$ cat config.mk
export PLATFORM = sky130hd
export DESIGN_NAME = sad_buffer_sequencer_flat
export DESIGN_NICKNAME = d
export VERILOG_FILES = /design/src/rtl/sad_buffer_sequencer_pkg.sv /design/src/rtl/sad_buffer_sequencer_if.sv /design/src/rtl/sad_best_tracker.sv /design/src/rtl/sad_buffer_sequencer.sv /design/src/flat_wrapper.sv
export SDC_FILE = /design/constraint.sdc
export NUM_CORES = 1
export LEC_CHECK = 0
export ABC_AREA = 1
export CAP_MARGIN = 10
export CORE_MARGIN = 2
export CORE_UTILIZATION = 30
export CTS_CLUSTER_SIZE = 8
export DETAILED_ROUTE_END_ITERATION = 7
export GPL_TIMING_DRIVEN = 1
export PLACE_DENSITY = 0.59
export SYNTH_ARGS = -nofsm -noshare
export SYNTH_HDL_FRONTEND = slang
export SYNTH_SLANG_ARGS = --single-unit
$ cat constraint.sdc
create_clock -name clk -period 5.3 [get_ports clk]
set_clock_uncertainty 0.15 [all_clocks]
set_input_delay 1.06 -clock clk [delete_from_list [all_inputs] [get_ports clk]]
set_output_delay 1.06 -clock clk [all_outputs]
set_load 0.01 [all_outputs]
$ cat src/rtl/sad_buffer_sequencer_pkg.sv
// Shared sizing, FSM state encoding and derived constants for the SAD block-search sequencer.
package sad_buffer_sequencer_pkg;

   localparam int WIDTH    = 8;
   localparam int BUF_SIZE = 80;
   localparam int CNT_W    = 7;
   localparam int NUM_CAND = 16;
   localparam int IDX_W    = 4;
   localparam int SAD_W    = 15;

   localparam logic [CNT_W-1:0] BUF_CNT   = CNT_W'(BUF_SIZE);
   localparam logic [IDX_W-1:0] CAND_LAST = IDX_W'(NUM_CAND - 1);
   localparam logic [SAD_W-1:0] SAD_MAX   = '1;

   typedef enum logic [2:0] {
      ST_IDLE      = 3'd0,
      ST_CLR_ALL   = 3'd1,
      ST_LOAD_TPL  = 3'd2,
      ST_LOAD_CAND = 3'd3,
      ST_RUN_SAD   = 3'd4,
      ST_WAIT_SAD  = 3'd5,
      ST_CLR_CAND  = 3'd6,
      ST_DONE      = 3'd7
   } state_e;

endpackage

$ cat src/rtl/sad_buffer_sequencer_if.sv
// Bundles the byte stream, both buffer write/clear/full ports, the SAD unit handshake and search status.
interface sad_buffer_sequencer_if;
   import sad_buffer_sequencer_pkg::*;

   // A byte moves on any cycle where in_valid & in_ready; in_valid may be held with in_ready low
   // for any number of cycles and the byte is not taken until in_ready rises.
   logic             start;
   logic             in_valid;
   logic [WIDTH-1:0] in_data;
   logic             in_ready;
   logic             tpl_wr_en;
   logic [WIDTH-1:0] tpl_data;
   logic             tpl_full;
   logic             tpl_clr;
   logic             cand_wr_en;
   logic [WIDTH-1:0] cand_data;
   logic             cand_full;
   logic             cand_clr;
   logic             sad_start;
   logic             sad_done;
   logic [SAD_W-1:0] sad_value;
   logic [SAD_W-1:0] best_sad;
   logic [IDX_W-1:0] best_idx;
   logic             busy;
   logic             done;
   logic             err;
   state_e           dbg_state;

   modport master (
      input  start, in_valid, in_data, tpl_full, cand_full, sad_done, sad_value,
      output in_ready, tpl_wr_en, tpl_data, tpl_clr, cand_wr_en, cand_data, cand_clr,
             sad_start, best_sad, best_idx, busy, done, err, dbg_state
   );

   modport slave (
      output start, in_valid, in_data, tpl_full, cand_full, sad_done, sad_value,
      input  in_ready, tpl_wr_en, tpl_data, tpl_clr, cand_wr_en, cand_data, cand_clr,
             sad_start, best_sad, best_idx, busy, done, err, dbg_state
   );

endinterface

$ cat src/rtl/sad_best_tracker.sv
// Running minimum of SAD results with the index that produced it; strict compare keeps the earliest tie.
module sad_best_tracker
   import sad_buffer_sequencer_pkg::*;
(
   input  logic             clk,
   input  logic             rst,
   input  logic             clr_i,
   input  logic             valid_i,
   input  logic [SAD_W-1:0] value_i,
   input  logic [IDX_W-1:0] idx_i,
   output logic [SAD_W-1:0] best_sad_o,
   output logic [IDX_W-1:0] best_idx_o
);

   logic [SAD_W-1:0] best_sad_q, best_sad_d;
   logic [IDX_W-1:0] best_idx_q, best_idx_d;

   always_comb begin
      best_sad_d = best_sad_q;
      best_idx_d = best_idx_q;
      if (clr_i) begin
         best_sad_d = SAD_MAX;
         best_idx_d = '0;
      end else if (valid_i && (value_i < best_sad_q)) begin
         best_sad_d = value_i;
         best_idx_d = idx_i;
      end
   end

   always_ff @(posedge clk) begin
      if (rst) begin
         best_sad_q <= SAD_MAX;
         best_idx_q <= '0;
      end else begin
         best_sad_q <= best_sad_d;
         best_idx_q <= best_idx_d;
      end
   end

   assign best_sad_o = best_sad_q;
   assign best_idx_o = best_idx_q;

endmodule

$ cat src/rtl/sad_buffer_sequencer.sv
// Sequences template and candidate buffer fills and one SAD run per candidate for a block search.
// Optional macro SAD_EARLY_EXIT_EN: a zero SAD result records the candidate and ends the search.
module sad_buffer_sequencer
   import sad_buffer_sequencer_pkg::*;
(
   input logic                    clk,
   input logic                    rst,
   sad_buffer_sequencer_if.master bus
);

   state_e           state_q, state_d;
   logic [CNT_W-1:0] beat_cnt_q, beat_cnt_d;
   logic [IDX_W-1:0] cand_idx_q, cand_idx_d;
   logic             err_q, err_d;
   logic             buf_open, last_cand, in_ready;
   logic             tpl_clr, cand_clr, sad_start, done, trk_clr, trk_valid;

   assign buf_open = beat_cnt_q < BUF_CNT;

`ifdef SAD_EARLY_EXIT_EN
   assign last_cand = (cand_idx_q == CAND_LAST) || (bus.sad_value == '0);
`else
   assign last_cand = (cand_idx_q == CAND_LAST);
`endif

   always_comb begin
      state_d    = state_q;
      beat_cnt_d = beat_cnt_q;
      cand_idx_d = cand_idx_q;
      err_d      = err_q;
      in_ready   = 1'b0;
      tpl_clr    = 1'b0;
      cand_clr   = 1'b0;
      sad_start  = 1'b0;
      done       = 1'b0;
      trk_clr    = 1'b0;
      trk_valid  = 1'b0;
      unique case (state_q)
         ST_IDLE: begin
            if (bus.start) begin
               err_d   = 1'b0;
               state_d = ST_CLR_ALL;
            end
         end
         ST_CLR_ALL: begin
            tpl_clr    = 1'b1;
            cand_clr   = 1'b1;
            trk_clr    = 1'b1;
            cand_idx_d = '0;
            beat_cnt_d = '0;
            state_d    = ST_LOAD_TPL;
         end
         // An early full flag is flagged but the fill still runs to BUF_SIZE beats.
         ST_LOAD_TPL: begin
            in_ready = buf_open;
            if (bus.in_valid && buf_open) beat_cnt_d = beat_cnt_q + CNT_W'(1);
            if (bus.tpl_full && buf_open) err_d = 1'b1;
            if (!buf_open && bus.tpl_full) begin
               beat_cnt_d = '0;
               state_d    = ST_LOAD_CAND;
            end
         end
         ST_LOAD_CAND: begin
            in_ready = buf_open;
            if (bus.in_valid && buf_open) beat_cnt_d = beat_cnt_q + CNT_W'(1);
            if (bus.cand_full && buf_open) err_d = 1'b1;
            if (!buf_open && bus.cand_full) begin
               beat_cnt_d = '0;
               state_d    = ST_RUN_SAD;
            end
         end
         ST_RUN_SAD: begin
            sad_start = 1'b1;
            state_d   = ST_WAIT_SAD;
         end
         ST_WAIT_SAD: begin
            if (bus.sad_done) begin
               trk_valid = 1'b1;
               if (last_cand) begin
                  state_d = ST_DONE;
               end else begin
                  cand_idx_d = cand_idx_q + IDX_W'(1);
                  state_d    = ST_CLR_CAND;
               end
            end
         end
         ST_CLR_CAND: begin
            cand_clr   = 1'b1;
            beat_cnt_d = '0;
            state_d    = ST_LOAD_CAND;
         end
         ST_DONE: begin
            done    = 1'b1;
            state_d = ST_IDLE;
         end
         default: state_d = ST_IDLE;
      endcase
   end

   always_ff @(posedge clk) begin
      if (rst) begin
         state_q    <= ST_IDLE;
         beat_cnt_q <= '0;
         cand_idx_q <= '0;
         err_q      <= 1'b0;
      end else begin
         state_q    <= state_d;
         beat_cnt_q <= beat_cnt_d;
         cand_idx_q <= cand_idx_d;
         err_q      <= err_d;
      end
   end

   sad_best_tracker u_best (
      .clk        (clk),
      .rst        (rst),
      .clr_i      (trk_clr),
      .valid_i    (trk_valid),
      .value_i    (bus.sad_value),
      .idx_i      (cand_idx_q),
      .best_sad_o (bus.best_sad),
      .best_idx_o (bus.best_idx)
   );

   assign bus.in_ready   = in_ready;
   assign bus.tpl_wr_en  = (state_q == ST_LOAD_TPL) && in_ready && bus.in_valid;
   assign bus.cand_wr_en = (state_q == ST_LOAD_CAND) && in_ready && bus.in_valid;
   assign bus.tpl_data   = bus.in_data;
   assign bus.cand_data  = bus.in_data;
   assign bus.tpl_clr    = tpl_clr;
   assign bus.cand_clr   = cand_clr;
   assign bus.sad_start  = sad_start;
   assign bus.busy       = (state_q != ST_IDLE);
   assign bus.done       = done;
   assign bus.err        = err_q;
   assign bus.dbg_state  = state_q;

endmodule

$ cat src/flat_wrapper.sv
// flat-port wrapper written by rule: the top's interface ports become plain ports
module sad_buffer_sequencer_flat import sad_buffer_sequencer_pkg::*;
  (clk, rst, bus_start, bus_in_valid, bus_in_data, bus_tpl_full, bus_cand_full, bus_sad_done, bus_sad_value, bus_in_ready, bus_tpl_wr_en, bus_tpl_data, bus_tpl_clr, bus_cand_wr_en, bus_cand_data, bus_cand_clr, bus_sad_start, bus_best_sad, bus_best_idx, bus_busy, bus_done, bus_err, bus_dbg_state);
  sad_buffer_sequencer_if bus_i ();
  input logic clk;
  input logic rst;
  input wire logic [$bits(bus_i.start)-1:0] bus_start;
  input wire logic [$bits(bus_i.in_valid)-1:0] bus_in_valid;
  input wire logic [$bits(bus_i.in_data)-1:0] bus_in_data;
  input wire logic [$bits(bus_i.tpl_full)-1:0] bus_tpl_full;
  input wire logic [$bits(bus_i.cand_full)-1:0] bus_cand_full;
  input wire logic [$bits(bus_i.sad_done)-1:0] bus_sad_done;
  input wire logic [$bits(bus_i.sad_value)-1:0] bus_sad_value;
  output wire logic [$bits(bus_i.in_ready)-1:0] bus_in_ready;
  output wire logic [$bits(bus_i.tpl_wr_en)-1:0] bus_tpl_wr_en;
  output wire logic [$bits(bus_i.tpl_data)-1:0] bus_tpl_data;
  output wire logic [$bits(bus_i.tpl_clr)-1:0] bus_tpl_clr;
  output wire logic [$bits(bus_i.cand_wr_en)-1:0] bus_cand_wr_en;
  output wire logic [$bits(bus_i.cand_data)-1:0] bus_cand_data;
  output wire logic [$bits(bus_i.cand_clr)-1:0] bus_cand_clr;
  output wire logic [$bits(bus_i.sad_start)-1:0] bus_sad_start;
  output wire logic [$bits(bus_i.best_sad)-1:0] bus_best_sad;
  output wire logic [$bits(bus_i.best_idx)-1:0] bus_best_idx;
  output wire logic [$bits(bus_i.busy)-1:0] bus_busy;
  output wire logic [$bits(bus_i.done)-1:0] bus_done;
  output wire logic [$bits(bus_i.err)-1:0] bus_err;
  output wire logic [$bits(bus_i.dbg_state)-1:0] bus_dbg_state;
  assign bus_i.start = bus_start;
  assign bus_i.in_valid = bus_in_valid;
  assign bus_i.in_data = bus_in_data;
  assign bus_i.tpl_full = bus_tpl_full;
  assign bus_i.cand_full = bus_cand_full;
  assign bus_i.sad_done = bus_sad_done;
  assign bus_i.sad_value = bus_sad_value;
  assign bus_in_ready = bus_i.in_ready;
  assign bus_tpl_wr_en = bus_i.tpl_wr_en;
  assign bus_tpl_data = bus_i.tpl_data;
  assign bus_tpl_clr = bus_i.tpl_clr;
  assign bus_cand_wr_en = bus_i.cand_wr_en;
  assign bus_cand_data = bus_i.cand_data;
  assign bus_cand_clr = bus_i.cand_clr;
  assign bus_sad_start = bus_i.sad_start;
  assign bus_best_sad = bus_i.best_sad;
  assign bus_best_idx = bus_i.best_idx;
  assign bus_busy = bus_i.busy;
  assign bus_done = bus_i.done;
  assign bus_err = bus_i.err;
  assign bus_dbg_state = bus_i.dbg_state;
  sad_buffer_sequencer u_core (.clk(clk), .rst(rst), .bus(bus_i));
endmodule
== Word-level counts from Yosys, hierarchy flattened ==
Cells that the tools add are included.
Widths: inputs -> output; s select.

* Add/sub/neg operators: 2
* Magnitude comparators: 2
* Eq/ne operators: 15
* Multiplexer cells: 24
* Reduce and logical (&&, ||, !) cells: 22

{| class="wikitable"
|+ Operators by type and width
! operator !! number
|-
| $pmux 3 s8 || 1
|-
| $mux 7 || 3
|-
| $pmux 7 s3 || 1
|-
| $lt 15x15->1 || 1
|-
| $eq 3x3->1 const B || 4
|-
| $mux 3 || 4
|-
| $mux 1 || 11
|-
| $logic_and 1x1->1 || 10
|-
| $reduce_bool 3->1 || 3
|-
| $mux 4 || 2
|-
| $ne 2x1->1 const B || 4
|-
| $pmux 4 s2 || 1
|-
| $reduce_and 4->1 || 2
|-
| $add 7x1->7 const B || 1
|-
| $lt 7x7->1 const B || 1
|-
| $eq 3x2->1 const B || 2
|-
| $ne 2x2->1 const B || 3
|-
| $reduce_or 2->1 || 3
|-
| $add 4x1->4 const B || 1
|-
| $eq 4x4->1 const B || 1
|-
| $eq 3x1->1 const B || 1
|-
| $logic_not 3->1 || 1
|-
| $pmux 1 s3 || 1
|-
| $reduce_and 3->1 || 1
|-
| 2 further kinds || 2
|}

* Register bits: 34
* Bits of input ports: 30
* Output and inout port bits: 47
* Word-level logic and storage cells: 71

== Depth between registers and ports, before layout ==
Gate-level depths: netlist of run 1.

* Depth after elaboration: 5
* Gate-level depth with buffers: 13
* Mapped depth without buffers: 12

== By module ==
From an unflattened synthesis of run 1, not the netlist that was laid out.

* Cell total of the unflattened synthesis: 326
* Area total of the unflattened synthesis: 2242.2 um2

{| class="wikitable"
|+ Modules (own cells, without submodules)
! module !! instances !! cells an instance !! area an instance (um2) !! sequential area each (um2)
|-
| sad_best_tracker || 1 || 167 || 1173.6 || 380.4
|-
| sad_buffer_sequencer || 1 || 159 || 1068.5 || 300.3
|}

== Least setup slack after synthesis of run 1 ==
OpenSTA, ideal clock, no wires.

* Kind: input-to-output
* Start: in bus_in_valid
* End: out bus_cand_wr_en
* Arrival time: 1.290 ns
* Required time: 4.090 ns
* Slack: 2.800 ns
* Stages: 2
* Path buffers: 0
* Path through: nand2_1 -> nor2_1

* Longest elaborated chain between the ends: 1

{| class="wikitable"
|+ Ends and longest elaborated chain
! what !! RTL line !! text
|-
| start, declared || flat_wrapper.sv:8 || <nowiki>input wire logic [$bits(bus_i.in_valid)-1:0] bus_in_valid;</nowiki>
|-
| $logic_and 1x1->1 || sad_buffer_sequencer.sv:127 || <nowiki>assign bus.cand_wr_en = (state_q == ST_LOAD_CAND) && in_ready && bus.in_valid;</nowiki>
|-
| end, declared || flat_wrapper.sv:18 || <nowiki>output wire logic [$bits(bus_i.cand_wr_en)-1:0] bus_cand_wr_en;</nowiki>
|}

Every way passes these cells.

== Worst setup path after layout of run 1 ==
Ends and elaborated chain as after synthesis.

==> results.json, run 1 <==
{
  "cpPeakStageDelay_ns": 0.54,
  "die_h_um": 88.5,
  "htree_levels": 2,
  "worstMarginPinSlew_ns": 0.854,
  "synth_top_family_by_area": "simple AND/OR/NAND/NOR gates",
  "path_cells": "clkdlybuf4s50_1 > nand2_1 > nor2_1 > clkdlybuf4s50_1",
  "wl_per_cell_um": 10.8,
  "grt_pass1_wl_mm": 8.19,
  "crit_path_frequent_cell": "clkdlybuf4s50_1",
  "pre_cts_ws_ns": 1.77,
  "synth_cells": 313,
  "placed_area_mm2": 0.00261,
  "synth_top_area_share_pct": 31.8,
  "vias_per_cell": 4.48,
  "drive_gt1_share_pct": 4.29,
  "fin_tns_setup_ns": 0,
  "crit_type": "in2out",
  "drc": 0,
  "p_total_uw": 870,
  "synth_seq_area_share_pct": 31.8,
  "layout.nets": 395,
  "ios": 77,
  "ant_nets": 0,
  "cts_root_buf": "clkbuf_8",
  "core_area_mm2": 0.00687,
  "worst_ep_arrival_time_ns": 2.32,
  "powerDensity_mw_per_mm2": 320,
  "die_x_um": 88.5,
  "grt.overflow.total": 0,
  "grt_util_met2_pct": 22.2,
  "yosys.area_share.simple_pct": 32.9,
  "synthesis.nets": 359,
  "critPathRequiredTime_ns": 4.09,
  "ctsHoldBuffers": 0,
  "dp.cells": 438,
  "place_congestion": 0.820,
  "clk_path_buf_depth": 2,
  "cp-start-kind": "input port",
  "grt_use_met3_pct": 3.73,
  "p_leak_nw": 1.39,
  "synth_top_area_cell": "dfxtp_1",
  "syn2layout_area_growth_pct": 26.9,
  "dr.pass1.iters": 4,
  "muxShareOfSynthArea_pct": 0.467,
  "cp_slowest_cell": "clkdlybuf4s50_1",
  "grt_busiest_layer": "met2",
  "grt_max_degree": 25,
  "fin_cells": 446,
  "diodes": 0,
  "synth_xor_area_share_pct": 0.409,
  "initial_core_util_pct": 31.2,
  "hold_violations": 0,
  "drt_wl_total_mm": 4.82,
  "vias": 1996,
  "cp-end-kind": "primary output",
  "cts_setup_buffers": 0,
  "relSlewSlack_pct": 42.9,
  "fin_util_pct": 39.6,
  "die_area_mm2": 0.00784,
  "dpl.hpwl_mm": 3.54,
  "antenna_found_initial": 0,
  "status": "finished clean",
  "clock_latency_ns": 0.28,
  "fin_crit_sh_pct": 66.6,
  "cts_made_buffers": 5,
  "cts_tree": "yes",
  "syn_avg_cell_area_um2": 6.85,
  "clock_sinks": 34,
  "synth.top_cells.by_area": "dfxtp_1 (32%), nand2_1 (13%), nand3_1 (10%)",
  "postLayoutCellArea_mm2": 0.00272,
  "cp.buffers_inverters": 2,
  "ys_warn_count": 0,
  "ir_worst_vdd_v": 0.000217,
  "rsz0062_at_grt": "false",
  "synth_compound_area_share_pct": 6.95,
  "syn_area_mm2": 0.00214,
  "max_freq_ghz": 0.283,
  "cts_resized": 0,
  "period_minus_slack_ns": 3.53,
  "setup_viol": 0,
  "synth-adder-area-share_pct": 9.34,
  "path_max_fanout": 3,
  "crit_family": "buffers and inverters",
  "grt_pass1_vias": 1886,
  "hold_class": "reg2reg",
  "path_clk_slew_ns": 0.07,
  "synthDistinctLibCells": 26,
  "finalMaxSlewViolations": 0,
  "synth_seq_cells": 34,
  "io_buffers": 52,
  "setup_ws_ns": 1.77,
  "track_usage_pct": 13.2,
  "drt_iter0_markers": 96,
  "hold_slack_ns": 0.332,
  "num_rows": 30,
  "use_met1_pct": 16.3,
  "maxCapViolCount": 0
}
==> cell usage in the layout (no fill, tap or decap), types with 7 or more instances in the layout <==
cell,instances
nand2_1,73
clkdlybuf4s50_1,52
inv_1,48
nand3_1,43
dfxtp_1,34
nor2_1,26
a21oi_1,19
ha_1,16
o21ai_0,7
==> report_power, final <==
group	total (mW)	switching [mW]	internal, mW
Sequential	0.307	0.0264	0.281
Combinational	0.325	0.182	0.143
Clock	0.238	0.0969	0.141
==> layout make-up <==
cell class                 count  area [um2]
fill                         734        4150
multi-input combinational    205        1070
sequential                    34         681
timing repair buffer          52         520
inverter                      51         218
tap                           96         120
clock buffer                   7        76.3
clock inverter                 1        30.0
==> cells by family (layout without fill, tap and decap cells) <==
kind of cell | count (synthesis) | after routing
flops | 34 | 34
simple gates | 158 | 158
fa+ha+maj | 16 | 16
compound gates | 29 | 29
mux | 1 | 1
xor+xnor | 1 | 1
buf+inv | 74 | 111
==> tightest hold or removal path, stage by stage, from the launching register on <==
cell	delay, ns
dfxtp_1	0.34
a21oi_1	0.04
nor2_1	0.07
==> synth_stat cells <==
library cell and number:
xnor2_1 1, clkbuf_1 2, nand3_1 43, bufinv_16 1, buf_4 16, dfxtp_1 34
a31oi_1 1, o21ai_0 7, nor3_1 4, buf_2 2, nor2_1 26, nand2_4 1
inv_2 2, nand3_2 2, nor2_2 1, buf_6 3, ha_1 16, nor2_4 2
o21ai_1 1, mux2i_1 1, nand2_1 73, inv_1 48, o21a_1 1, nand4_1 5
nand3b_1 1, a21oi_1 19
==> final timing paths <==
check	startpoint	slack [ns]	cells past startpoint	end
setup / recovery	bus_in_valid	1.77	4	bus_cand_wr_en
hold / removal	u_core.beat_cnt_q[6]	0.33	2	u_core.beat_cnt_q[6]
setup reg to reg	u_core.u_best.best_sad_o[6]	2.89	10	u_core.u_best.best_sad_o[7]
hold reg to reg	u_core.beat_cnt_q[6]	0.33	2	u_core.beat_cnt_q[6]
==> layer usage <==
metal | wire, um | share of wire, %
met5 | 0 | 0
met4 | 59 | 1.2
met3 | 299 | 6.2
met2 | 2170 | 45
met1 | 2290 | 48
==> flip-flops by register name (all words and copies together) (netlist names) <==
signal	flops
u_core.u_best.best_idx_o	4
u_core.bus.dbg_state	3
u_core.beat_cnt_q	7
u_core.bus.err	1
u_core.cand_idx_q	4
u_core.u_best.best_sad_o	15
No activity file was read; power rests on OpenSTA's default activity.
==> run 2, diff against run 1 <==
- PLACE_DENSITY: 0.59 -> 0.62
- clock period: 5.3 -> 3.1 ns (I/O delays scaled with it)
==> run 2 against run 1 <==
  * Utilization grew 0.33 points
  * Sequential share of layout area shrank 0.21 points
  * Clock power grew 72%
  * Global-route usage is essentially flat
  * Worst setup slack lost 1.4 ns
  * Final cell count grew 0.67%
  * Register-to-register slack lost 1.8 ns
  * Die area is the same
  * Sequential power grew 70%
  * Wire length grew 2.3%
  * Critical path type is now reg2out
  * Largest cell class unchanged
  * Largest power group unchanged
==> results.json, run 2 (synthesis results as in run 1) <==
{
  "htree_levels": 2,
  "antenna_found_initial": 0,
  "drt_wl_total_mm": 4.93,
  "worstMarginPinSlew_ns": 0.411,
  "dp.cells": 441,
  "ant_nets": 0,
  "final_cell_mix": "nand2_1 (73), clkdlybuf4s50_1 (52), inv_1 (48)",
  "cp_slowest_cell": "clkdlybuf4s50_1",
  "fin_cells": 449,
  "grt_pass1_wl_mm": 8.22,
  "fin_crit_sh_pct": 88.3,
  "vias": 1990,
  "p_leak_nw": 1.40,
  "dpl.hpwl_mm": 3.69,
  "largest_reg_flops": 15,
  "grt.overflow.total": 0,
  "period_minus_slack_ns": 2.74,
  "crit_type": "reg2out",
  "finalMaxSlewViolations": 0,
  "cts_made_buffers": 5,
  "ctsHoldBuffers": 0,
  "critPathRequiredTime_ns": 2.33,
  "cp.buffers_inverters": 3,
  "layout.nets": 398,
  "clk_path_buf_depth": 2,
  "cts_setup_buffers": 0,
  "clock_sinks": 34,
  "cpPeakStageDelay_ns": 0.56,
  "cts_resized": 0,
  "cp-end-kind": "primary output",
  "dr.pass1.iters": 4,
  "cp-start-kind": "register",
  "place_congestion": 0.785,
  "grt_pass1_vias": 1957,
  "setup_viol": 0,
  "status": "finished clean",
  "track_usage_pct": 13.2,
  "drc": 0,
  "wl_per_cell_um": 11.0,
  "max_freq_ghz": 0.365,
  "relSlewSlack_pct": 72.4,
  "grt_max_degree": 22,
  "die_area_mm2": 0.00784,
  "cts_tree": "yes",
  "path_clk_slew_ns": 0.08,
  "num_rows": 30,
  "drt_iter0_markers": 54,
  "min_path_cells": 2,
  "ir_worst_vdd_v": 0.000339,
  "ios": 77,
  "die_x_um": 88.5,
  "maxCapViolCount": 0,
  "vias_per_cell": 4.43,
  "path_cells": "inv_2 > nand2_1 > nor2_1 > inv_1 > a21oi_1 > clkdlybuf4s50_1",
  "rsz0062_at_grt": "false",
  "drive_gt1_share_pct": 5.10,
  "worst-path-stages": 6,
  "core_area_mm2": 0.00687,
  "fin_tns_setup_ns": 0,
  "crit_family": "buffers and inverters",
  "clock_latency_ns": 0.29,
  "die_h_um": 88.5,
  "layout_commonest_cell": "nand2_1",
  "fillers": 708,
  "path_max_fanout": 6,
  "initial_core_util_pct": 31.2,
  "syn2layout_area_growth_pct": 27.9,
  "worst_ep_arrival_time_ns": 1.97,
  "reg2reg_depth": 10,
  "io_buffers": 52,
  "hold_violations": 0,
  "hold_class": "reg2reg",
  "diodes": 0,
  "powerDensity_mw_per_mm2": 547,
  "cts_root_buf": "clkbuf_8"
}
## run 2: cell count changes in the layout (fill, tap and decap cells not counted)
cell,delta
buf_4,+3
## run 2: worst register-to-register path, stage by stage, from the launching register on
cell	delay (ns)
dfxtp_1	0.35
inv_1	0.05
ha_1	0.30
nand2_1	0.09
inv_1	0.04
a21oi_1	0.13
nand2_1	0.07
nand2_1	0.28
buf_4	0.28
nand3_1	0.10
nand3_1	0.09
## run 2: path summary, 6_finish.rpt
check	to	start	slack, ns
max	bus_in_ready	u_core.bus.dbg_state[0]	0.36
min	u_core.u_best.best_sad_o[6]	u_core.u_best.best_sad_o[6]	0.33
max reg2reg	u_core.u_best.best_sad_o[11]	u_core.u_best.best_sad_o[6]	1.13
min reg2reg	u_core.u_best.best_sad_o[6]	u_core.u_best.best_sad_o[6]	0.33
## run 2: cell type report
cell class / instances / area, um2 / share of cell area [%]
Tap cell: 96 / 120 / 4.38
Inverter: 51 / 218 / 7.94
Timing Repair Buffer: 55 / 543 / 19.8
Clock inverter: 1 / 30.0 / 1.10
Sequential cell: 34 / 681 / 24.8
Clock buffer: 7 / 76.3 / 2.78
Multi-Input combinational cell: 205 / 1070 / 39.2
## run 2: through the flow
stage	util [%]	cell area [um2]	power (mW)	setup slack [ns]	hold WS, ns
2_1_floorplan	-	2140	0.895	1.06	0.283
3_3_place_gp	38.4	2640	1.09	0.451	0.298
3_5_place_dp	38.4	2640	1.10	0.428	0.322
4_1_cts	39.9	2740	1.51	0.390	0.337
5_1_grt	39.9	2740	1.60	0.208	0.353
6_report	39.9	2740	1.50	0.362	0.335
## run 2: metal layers
metal	routed length (um)	track usage (%)
met1	2460	15.9
met2	2200	22.9
met3	228	3.36
met4	46	4.27
met5	0	0
## run 2: report_power, final
group / total, mW / switching, mW / internal, mW
combinational: 0.565 / 0.316 / 0.249
sequential: 0.523 / 0.0435 / 0.480
clock: 0.410 / 0.170 / 0.241
total: 1.50 / 0.529 / 0.969
